===== src/rtl/kernel_streamer.sv =====
// rtl/kernel_streamer.sv - serializes a flat kernel word into kernel_mem; optional readback check under KERNEL_STREAM_VERIFY_EN
module kernel_streamer #(
  parameter int BITS        = 9,
  parameter int KERNEL_SIZE = 3
) (
  input  logic                                    clk,
  input  logic                                    reset,
  input  logic                                    start,
  input  logic [KERNEL_SIZE*KERNEL_SIZE*BITS-1:0] kernel_vec,
  input  logic                                    stall,
  output logic                                    busy,
  output logic                                    done,
  output logic                                    err,
  output logic                                    kmem_clear,
  output logic                                    kmem_write_en,
  output logic [BITS-1:0]                         kmem_kernel_in,
  input  logic                                    kmem_ready,
  input  logic [KERNEL_SIZE*KERNEL_SIZE*BITS-1:0] kmem_out
);

  localparam int N  = KERNEL_SIZE * KERNEL_SIZE;
  localparam int CW = (N > 1) ? $clog2(N) : 1;
  localparam logic [CW-1:0] LAST = CW'(N - 1);

  typedef enum logic [2:0] {
    IDLE,
    CLEAR,
    STREAM,
    WAIT_RDY,
    DONE
  } state_t;

  state_t              state, state_n;
  logic [CW-1:0]       cnt, cnt_n;
  logic [1:0]          wcnt, wcnt_n;
  logic [N*BITS-1:0]   cap, cap_n;
  logic                busy_n, done_n, err_n, clear_n, we_n;
  logic [BITS-1:0]     kin_n;
  logic [BITS-1:0]     cap_elem [N];

`ifndef KERNEL_STREAM_VERIFY_EN
  // kmem_out only matters for the readback check; fold it so it is not left dangling
  logic unused_kmem_out;
  assign unused_kmem_out = ^kmem_out;
`endif

  // Element view of the captured kernel for indexed selection
  always_comb begin
    for (int e = 0; e < N; e++) begin
      cap_elem[e] = cap[e*BITS +: BITS];
    end
  end

  // Next state and next registered outputs
  always_comb begin
    state_n = state;
    cnt_n   = cnt;
    wcnt_n  = wcnt;
    cap_n   = cap;
    err_n   = err;
    done_n  = 1'b0;
    clear_n = 1'b0;
    we_n    = 1'b0;
    kin_n   = kmem_kernel_in;
    case (state)
      IDLE: begin
        if (start) begin
          cap_n   = kernel_vec;
          err_n   = 1'b0;
          clear_n = 1'b1;
          state_n = CLEAR;
        end
      end
      CLEAR: begin
        // kernel_mem shifts, so the highest element goes in first
        cnt_n   = '0;
        we_n    = 1'b1;
        kin_n   = cap_elem[LAST];
        state_n = STREAM;
      end
      STREAM: begin
        if (kmem_write_en && cnt == LAST) begin
          wcnt_n  = '0;
          state_n = WAIT_RDY;
        end else begin
          // cnt tracks the element currently offered; it advances only when a write lands
          cnt_n = kmem_write_en ? cnt + CW'(1) : cnt;
          if (!stall) begin
            we_n  = 1'b1;
            kin_n = cap_elem[LAST - cnt_n];
          end
        end
      end
      WAIT_RDY: begin
        if (kmem_ready) begin
`ifdef KERNEL_STREAM_VERIFY_EN
          if (kmem_out == cap) begin
            done_n  = 1'b1;
            state_n = DONE;
          end else begin
            err_n   = 1'b1;
            state_n = IDLE;
          end
`else
          done_n  = 1'b1;
          state_n = DONE;
`endif
        end else if (wcnt == 2'd3) begin
          err_n   = 1'b1;
          state_n = IDLE;
        end else begin
          wcnt_n = wcnt + 2'd1;
        end
      end
      DONE: begin
        state_n = IDLE;
      end
      default: begin
        state_n = IDLE;
      end
    endcase
    busy_n = (state_n != IDLE);
  end

  // State, counters, captured kernel and all outputs registered together
  always_ff @(posedge clk or negedge reset) begin
    if (!reset) begin
      state          <= IDLE;
      cnt            <= '0;
      wcnt           <= '0;
      cap            <= '0;
      busy           <= 1'b0;
      done           <= 1'b0;
      err            <= 1'b0;
      kmem_clear     <= 1'b0;
      kmem_write_en  <= 1'b0;
      kmem_kernel_in <= '0;
    end else begin
      state          <= state_n;
      cnt            <= cnt_n;
      wcnt           <= wcnt_n;
      cap            <= cap_n;
      busy           <= busy_n;
      done           <= done_n;
      err            <= err_n;
      kmem_clear     <= clear_n;
      kmem_write_en  <= we_n;
      kmem_kernel_in <= kin_n;
    end
  end

endmodule


===== config.mk =====
export PLATFORM = sky130hd
export DESIGN_NAME = kernel_streamer
export DESIGN_NICKNAME = d
export VERILOG_FILES = /design/src/rtl/kernel_streamer.sv
export SDC_FILE = /design/constraint.sdc
export NUM_CORES = 1
export LEC_CHECK = 0
export CAP_MARGIN = 15
export CORE_ASPECT_RATIO = 1.25
export CORE_UTILIZATION = 50
export CTS_BUF_LIST = sky130_fd_sc_hd__clkbuf_8
export DETAILED_ROUTE_END_ITERATION = 12
export GPL_TIMING_DRIVEN = 0
export PLACE_DENSITY_LB_ADDON = 0.25
export SLEW_MARGIN = 10
export SYNTH_ARGS = -nofsm -noshare
export SYNTH_HDL_FRONTEND = slang
export SYNTH_SLANG_ARGS = --single-unit

===== constraint.sdc =====
create_clock -name clk -period 8.15 [get_ports clk]
set_input_delay 1.63 -clock clk [delete_from_list [all_inputs] [get_ports clk]]
set_output_delay 1.63 -clock clk [all_outputs]
set_load 0.1 [all_outputs]

==> results by stage, run 1 <==
Cells and area:
- The post-route core utilization is 0.661.
- Once layout is done, the placed cells without fillers occupy 0.00648 mm².
- The share of final-layout standard cells stronger than drive strength 1 is 0.275.
- The antenna diode count is 0.
- Leaving out filler cells and counting taps, the final layout contains between 600 and 700.
- At the end of the flow, the number of nets in the layout was around 690.
- The layout overhead on the synthesized area is 26.4%.

Synth:
- The number of nets in the synthesized netlist is 582.
- The number of register bits inferred by synthesis is ~100.
- The async set-or-reset flop fraction in the synthesized netlist is 1.00.
- The Yosys step of the flow raised 0 warnings.
- The number of different library cells in the post-synthesis netlist is between 40 and 50.
- After synthesis the cells add up to around 0.005 mm².
- By area the synthesized netlist is led by sky130_fd_sc_hd__dfrtp_1 51%, sky130_fd_sc_hd__mux2_2 18%, sky130_fd_sc_hd__mux2i_1 5.1%.
- A synthesized cell averages 12.5 µm².
- The number of flops mapped to enable cells by yosys is 0.
- The largest total area in the synthesized netlist belongs to sky130_fd_sc_hd__dfrtp_1.
- The area share of the largest cell type after synthesis is 0.507.
- The proportion of synthesized chip area in sequential cells is 0.507.
- The post-synthesis cell count is 411.
- The most used flip-flop cell after synthesis is sky130_fd_sc_hd__dfrtp_1.

Route:
- Dividing the detail-routed wire length by the instance count gives about 18 µm.
- Summed over all layers, the routed wires come to ~12000 µm.
- Before antenna repair, the detailed router went through 4 iterations.
- After detailed routing, the number of remaining DRC violations is 0.
- The total via count in the routed design is about 3600.
- The initial DRC count is 123.
- The vias per cell is roughly 5.6.
- The detail route stage leaves a number of antenna-violating nets equal to 0.

Clocking:
- In this run, CTS created clock tree buffers numbering 9.
- The clock slew seen by the registers of the worst setup and hold paths is ~100 ps.
- For the worst-skew pair, the clock arrives at the later sink with an insertion delay of 370 ps.
- The root buffer cell is sky130_fd_sc_hd__clkbuf_8.
- The number of sinks handled by clock tree synthesis is around 100.
- For this design, the CTS-stage hold fixing added 0 buffers.
- In this run the post-CTS setup repair buffer count came out at 0.
- The H-tree was split into 3 levels.
- The post-CTS resize count is 0.
- No sink is reached through more buffers than the 2 on the longest clock path.
- TritonCTS built the clock tree.

Floorplanning:
- The starting density of the core is 0.523.
- The floorplan step set the die height to roughly 120 µm.
- The I/O pin total is between 150 and 200.
- From left edge to right edge, the die measures 92.6 µm.
- After floorplanning, the core was sized to cover between 0.009 and 0.01 mm².
- The cell row count is 40.
- The die covers about 0.011 mm².

STA:
- The count of endpoints failing hold in the final timing report was 0.
- Measured against its own limit, the worst slew margin works out to 0.341.
- For the pin with the worst max-slew slack, the measured transition is 986 ps.
- The worst path in the final design needs a cycle of between 3000 and 4000 ps, including I/O delays and setup.
- Summed over all failing endpoints, the final setup total negative slack is 0 ps.
- The final setup skew is slightly below 9 ps.
- Setup violations remaining at the end of the flow were counted as 0.
- The period utilization is 0.460.
- Timing would allow up to 267 MHz.
- The worst hold margin is slightly above 500 ps.
- The number of pins with negative max-slew slack in the final report is 0.
- The worst path meets setup with 4400 ps of slack.
- Setup repair after global routing left no endpoint under its margin.

Global routing:
- Entering global routing, the biggest net connects between 60 and 70 pins.
- The initial antenna violation count is 0.
- The final global-route overflow total is 0.
- The global-route wire length before repair is 19600 µm.
- The number of global-route vias before repair is 3930.
- The overall track demand over capacity in global routing is 0.244.

Critical path:
- STA classifies the critical path startpoint as a register.
- Broken down by cell family, the worst path's largest delay share belongs to buffers and inverters.
- Traced cell by cell, the critical path runs through clkdlybuf4s50_1.
- By startpoint and endpoint, the worst setup path is classified as register to output pin.
- The number of buffer and inverter stages on the critical path is 1.
- The type of destination of the critical path is an output pin.
- The highest cell delay on the worst timing path is about 1200 ps.
- The largest individual stage delay along the critical path comes from the cell sky130_fd_sc_hd__clkdlybuf4s50_1.
- Counting cells, the worst reg-to-reg path comes to 10.
- The slack of the worst reg-to-reg path is about 4600 ps.
- The data arrival time of the critical path is 2120 ps.
- The total stage count of the critical path is 1.
- The endpoint required time on the critical path is 6520 ps.
- Along the worst path, the maximum fanout reaches 7.

Power and ir drop:
- The analysis attributes to cell leakage a power of 2.69 nW.
- The total power density per cell area is 455 mW/mm².
- The part of the total power dissipated in sequential elements is 0.312.
- The maximum resistive drop on vdd is around 0.19 mV.
- The clock group share of total power is 0.102.
- The overall power is between 2 and 3 mW.
- The design internal power is 1.61 mW.
- The net switching power figure is 1.34 mW.
- Of the total power, combinational logic draws 0.586.
- Of the total power, the share spent switching nets is 0.455.

Placement:
- The number of placed instances with taps included is 637.
- After legalization and detailed placement, the total HPWL measured between 8000 and 9000 µm.
- The routability-driven placement congestion ratio is between 0.8 and 0.9.
- The area of placed instances is between 0.006 and 0.007 mm².
- The port buffer count is 99.
- Timing analysis after detailed placement gives a worst setup slack of between 4000 and 5000 ps.

Run:
- The tool flagged a number of max-cap violations equal to 0.

Status:
- The flow ran to the end, and the final reports show no timing, DRC or antenna violations.

Hold path:
- The class of the tightest hold or removal check is register to register.
- Counting instances, the worst hold path has a depth of 1.
[state kept, by name (all words and copies together), names as in the netlist, 2 cells and up]
name,flops
kmem_kernel_in,9
state,3
wcnt,2
cap,81
cnt,4
[synth_stat cells, types with 2 or more instances]
cell                         n
sky130_fd_sc_hd__nand4_1    10
sky130_fd_sc_hd__inv_1       5
sky130_fd_sc_hd__nand3_1    12
sky130_fd_sc_hd__buf_6       2
sky130_fd_sc_hd__o31a_1      2
sky130_fd_sc_hd__ha_1        4
sky130_fd_sc_hd__a32oi_1    16
sky130_fd_sc_hd__dfrtp_1   104
sky130_fd_sc_hd__a41oi_2     9
sky130_fd_sc_hd__a21oi_1     2
sky130_fd_sc_hd__buf_2      15
sky130_fd_sc_hd__clkbuf_1    4
sky130_fd_sc_hd__mux2i_1    26
sky130_fd_sc_hd__xor2_2      2
sky130_fd_sc_hd__o21ai_0    16
sky130_fd_sc_hd__nor2b_1     2
sky130_fd_sc_hd__xor2_1      2
sky130_fd_sc_hd__nand3b_1    2
sky130_fd_sc_hd__buf_4       2
sky130_fd_sc_hd__inv_2       2
sky130_fd_sc_hd__nor3_1      5
sky130_fd_sc_hd__o21a_1      2
sky130_fd_sc_hd__nand2_1    41
sky130_fd_sc_hd__mux2_2     82
sky130_fd_sc_hd__nor2_1     17
sky130_fd_sc_hd__or3_1       3
[final timing paths]
kind                                         start                             to
max                        kmem_write_en$_DFF_PN0_                  kmem_write_en
min                            cap[10]$_DFFE_PN0P_            cap[10]$_DFFE_PN0P_
max reg2reg                kmem_write_en$_DFF_PN0_  kmem_kernel_in[5]$_DFFE_PN0P_
min reg2reg                    cap[10]$_DFFE_PN0P_            cap[10]$_DFFE_PN0P_
max in group asynchronous                    reset            cap[69]$_DFFE_PN0P_
min in group asynchronous                    reset                 done$_DFF_PN0_
[power groups by stage]
stage	Sequential (mW)	Combinational [mW]	Clock, mW
6_report	0.921	1.73	0.302
3_5_place_dp	0.932	1.72	0
2_1_floorplan	1.10	1.10	0
3_3_place_gp	0.917	1.68	0
4_1_cts	0.922	1.73	0.309
5_1_grt	0.953	1.86	0.329
[cell type report]
cell class / instances / area [µm²]
buffer: 24 / 133
clock buffer: 10 / 138
clock inverter: 6 / 42.5
fill: 799 / 3330
inverter: 8 / 30.0
multi-input combinational: 275 / 2360
sequential: 104 / 2600
tap: 126 / 158
timing repair buffer: 100 / 1020
[routing by layer]
metal,vias to the layer above,part of all wire,GRT usage
li1,1712,-,-
met3,18,0.028,0.0417
met2,72,0.53,0.425
met4,0,0.027,0.104
met5,-,0,0
met1,1838,0.42,0.299
[logic make-up after synthesis]
group / Yosys count / share of synthesized area
AOI/OAI and AO/OA: 54 / 0.0976
xor gates and xnor gates: 8 / 0.0254
adders and majority gates: 4 / 0.00976
buffers and inverters: 32 / 0.0317
DFF: 104 / 0.507
muxes: 109 / 0.235
and+or+nand+nor: 100 / 0.0930
[placed cells by master, fill, tap and decap left out, drive strengths merged, types with 3 or more instances in the layout]
master | Yosys | layout
dfrtp | 104 | 104
clkdlybuf4s50 | 0 | 98
mux2 | 82 | 82
nand2 | 42 | 42
mux2i | 26 | 26
buf | 19 | 21
nor2 | 18 | 18
o21ai | 16 | 16
a32oi | 16 | 16
clkbuf | 5 | 15
nand3 | 12 | 12
nand4 | 10 | 10
a41oi | 9 | 9
inv | 7 | 9
nor3 | 5 | 5
xor2 | 5 | 5
ha | 4 | 4
or3 | 3 | 3
a21oi | 3 | 3
clkinv | 1 | 3
xnor2 | 3 | 3
Power figures use the tool's default switching activity.
==> inputs of run 2 (changes only) <==
Settings changed: CORE_UTILIZATION 50 to 47.
Clock period 8.15 ns to 3.8 ns, I/O delays scaled along.
==> run 2 against run 1 <==
Compared with the run above: final cell count is 0.77% higher; cell area is 0.41% higher; sequential power is 110% higher; via count is 1.8% higher; global-route usage is 1.7 points lower; utilization is 4.8 points lower; clock power is 120% higher; sequential share of layout area is 0.16 points lower; clock skew is 1.7 ps lower; critical endpoint is now kmem_kernel_in[6]$_DFFE_PN0P_.
==> results by stage, run 2 (synthesis gave the netlist of run 1 again) <==
Critical path:
- The endpoint required time on the critical path came to 4010 ps (was 6520 ps).
- The kind of cell adding the most delay to the critical path is buffers and inverters (unchanged).
- The maximum fanout along the worst path is 10 (was 7).
- The type of element launching the critical path is a register (unchanged).
- The number of buffer and inverter stages on the critical path is 3 (was 1).
- The cell with the biggest individual delay on the critical path is sky130_fd_sc_hd__dfrtp_1 (was sky130_fd_sc_hd__clkdlybuf4s50_1).
- The type of destination of the critical path is a register (was output pin).
- The data arrival time of the critical path is 3690 ps (was 2120 ps).
- The highest cell delay on the worst timing path is 550 ps (was 1200 ps).
- Critical path, cell by cell: xor2_2 > inv_2 > clkbuf_1 > ha_1 > buf_2 > a21bo_2 > mux2i_2 > a32oi_1 > nand4_1 > a41oi_2 (was clkdlybuf4s50_1).
- The critical path start-end classification is register to register (was register to output pin).

Run:
- The number of max-cap violations came to 0 (unchanged).

Placement:
- The routability-driven placement congestion ratio is 0.798 (was 0.807).
- The port buffer count was 99 (unchanged).
- The minimum setup slack after placement came to 240 ps (was 4580 ps).
- The final HPWL from detailed placement is 8940 µm (was 8890 µm).
- The number of placed instances with taps included is 643 (was 637).

STA:
- Setup repair after global routing missed its margin: no (unchanged).
- The highest attainable clock frequency is about 290 MHz.
- The final setup skew is 7.09 ps (was 8.81 ps).
- The shortest clock period the worst path allows after layout is around 3500 ps.
- The final critical-path setup slack was 329 ps (was 4400 ps).
- The headroom to the max-slew limit is 0.339 (was 0.341).
- The number of pins with negative max-slew slack in the final report was 0 (unchanged).
- The period utilization is 0.913.
- The pin slew with the least headroom to its limit was 988 ps (was 986 ps).
- The count of endpoints failing hold in the final timing report came to 0 (unchanged).
- The final number of setup-violating endpoints is 0 (unchanged).

Cells and area:
- The register area came to 0.00260 mm² (unchanged).
- The share of final-layout standard cells stronger than drive strength 1 is 0.274 (was 0.275).
- The count of nets after finishing is 693 (unchanged).
- The register ranked first by flip-flop count is cap (unchanged).
- The flip-flop count of the largest register, all copies and words added is 81 (unchanged).
- The multi-input combinational cell area is 0.00237 mm² (was 0.00236 mm²).
- The layout overhead on the synthesized area is 26.9% (was 26.4%).
- The most frequent standard cell in the layout excluding fill and tap cells is sky130_fd_sc_hd__dfrtp_1 (unchanged).
- The antenna diode count is 0 (unchanged).
- The number of fill cells is 878 (was 799).
- Most frequent cells in the layout: 104 x sky130_fd_sc_hd__dfrtp_1, 98 x sky130_fd_sc_hd__clkdlybuf4s50_1, 82 x sky130_fd_sc_hd__mux2_2 (unchanged).
- The post-route non-filler standard cell count is 658 (was 653).
- Biggest registers after layout: cap: 81 flops, kmem_kernel_in: 9 flops, cnt: 4 flops (unchanged).

Global routing:
- The final global-route overflow total came to 0 (unchanged).
- The overall track demand over capacity in global routing is 0.227 (was 0.244).
- The number of global-route vias before repair is 3806 (was 3930).
- The initial antenna violation count is 0 (unchanged).
- The global-route wire length before repair is 19300 µm (was 19600 µm).
- The maximum number of pins on one net before global-route repair is 74 (was 62).

Route:
- The vias per cell is 5.63 (was 5.57).
- The first-pass detailed-route iteration total is 4 (unchanged).
- The total via count in the routed design is 3706 (was 3640).
- The final antenna-violating net count came to 0 (unchanged).
- The remaining design rule violation count was 0 (unchanged).
- The average routed wire per standard cell was 17.9 µm (was 18.0 µm).
- The total wirelength of the detailed-routed design is 11800 µm (about the same).
- The initial DRC count came to 178 (was 123).

Clocking:
- The deepest level of the CTS H-tree came to 3 (unchanged).
- The buffer levels on the longest clock path is 2 (unchanged).
- The clock network latency to the later pin of the worst-skew pair is 370 ps (about the same).
- The hold-fix buffer count after cts is 0 (unchanged).
- The clock slew seen by the registers of the worst setup and hold paths was 90 ps (was 100 ps).
- The clock tree from TritonCTS is built (unchanged).
- The root buffer cell was sky130_fd_sc_hd__clkbuf_8 (unchanged).
- The post-CTS setup repair buffer count is 0 (unchanged).
- The number of buffers created by CTS is 9 (unchanged).
- The number of sinks handled by clock tree synthesis was 104 (unchanged).

Status:
- Run status: finished, final reports clean (unchanged).

Floorplanning:
- The cell row count is 42 (was 40).
- The area enclosed by the die boundary is 0.0113 mm² (was 0.0107 mm²).
- The placeable core region is 0.0106 mm² (was 0.00981 mm²).
- The overall die width is 95.4 µm (was 92.6 µm).
- The starting density of the core was 0.483 (was 0.523).
- The vertical die dimension is 119 µm (was 115 µm).
- The I/O pin total is 181 (unchanged).

Power and ir drop:
- The total power density per cell area is 983 mW/mm² (was 455 mW/mm²).
- The maximum resistive drop on vdd is 0.365 mV (was 0.186 mV).
- The standby leakage power is 2.70 nW (was 2.69 nW).

Hold path:
- The class of the tightest hold or removal check is primary input to asynchronous set/reset pin (was register to register).
[run 2: cell count changes in the layout (fill, tap and decap cells not counted), sizes merged]
| cell | delta |
|---|---|
| clkinv | -1 |
| bufinv | +1 |
| clkinvlp | -1 |
[run 2: final timing paths]
kind	startpoint	end	slack, ps	cells past startpoint
worst min register to register	cap[8]$_DFFE_PN0P_	cap[8]$_DFFE_PN0P_	510	1
min in group clk	cap[8]$_DFFE_PN0P_	cap[8]$_DFFE_PN0P_	510	1
worst min-delay path	reset	cap[79]$_DFFE_PN0P_	260	1
max in group asynchronous	reset	state[0]$_DFF_PN0_	2870	2
worst max-delay path	kmem_write_en$_DFF_PN0_	kmem_kernel_in[6]$_DFFE_PN0P_	330	10
worst max register to register	kmem_write_en$_DFF_PN0_	kmem_kernel_in[6]$_DFFE_PN0P_	330	10
[run 2: power breakdown]
part	switching (mW)	total [mW]	internal, mW
clock	0.361	0.675	0.314
combinational	2.20	3.76	1.56
sequential	0.309	1.97	1.66
total	2.87	6.40	3.53
[run 2: area by class of cell]
type / count / area share
plain buffers: 24 / 0.0204
clock inverters: 5 / 0.00769
repair buffers: 100 / 0.157
clock buffers: 10 / 0.0211
well taps: 132 / 0.0254
flip-flops and latches: 104 / 0.400
inverters: 8 / 0.00461
multi-input cells: 275 / 0.364
[run 2: per-layer routing]
layer,GRT usage,vias to the layer above,share of wire
met4,0.118,0,0.039
met1,0.299,1863,0.42
li1,-,1718,-
met2,0.361,98,0.51
met5,0,-,0
met3,0.0296,27,0.033
[run 2: timing repair]
item / in CTS / in global routing
setup endpoints to repair: 0 / 5
endpoints found under the hold margin: 0 / 0
resized for setup: 0 / 2
[run 2: worst reg2reg max path: stages (launching register included)]
cell	delay [ps]
sky130_fd_sc_hd__dfrtp_1	550
sky130_fd_sc_hd__xor2_2	450
sky130_fd_sc_hd__inv_2	170
sky130_fd_sc_hd__clkbuf_1	270
sky130_fd_sc_hd__ha_1	340
sky130_fd_sc_hd__buf_2	250
sky130_fd_sc_hd__a21bo_2	280
sky130_fd_sc_hd__mux2i_2	370
sky130_fd_sc_hd__a32oi_1	280
sky130_fd_sc_hd__nand4_1	220
sky130_fd_sc_hd__a41oi_2	130
[run 2: metrics by stage]
stage	TNS [ps]	area, µm²	power [mW]	hold slack (ps)	utilization
floorplan	0	5130	4.72	464	-
global placement	-194150	6280	5.57	490	0.592
detailed placement	0	6310	5.69	494	0.595
CTS	0	6500	6.38	251	0.612
global route	0	6510	6.79	264	0.613
finish	0	6510	6.40	258	0.613
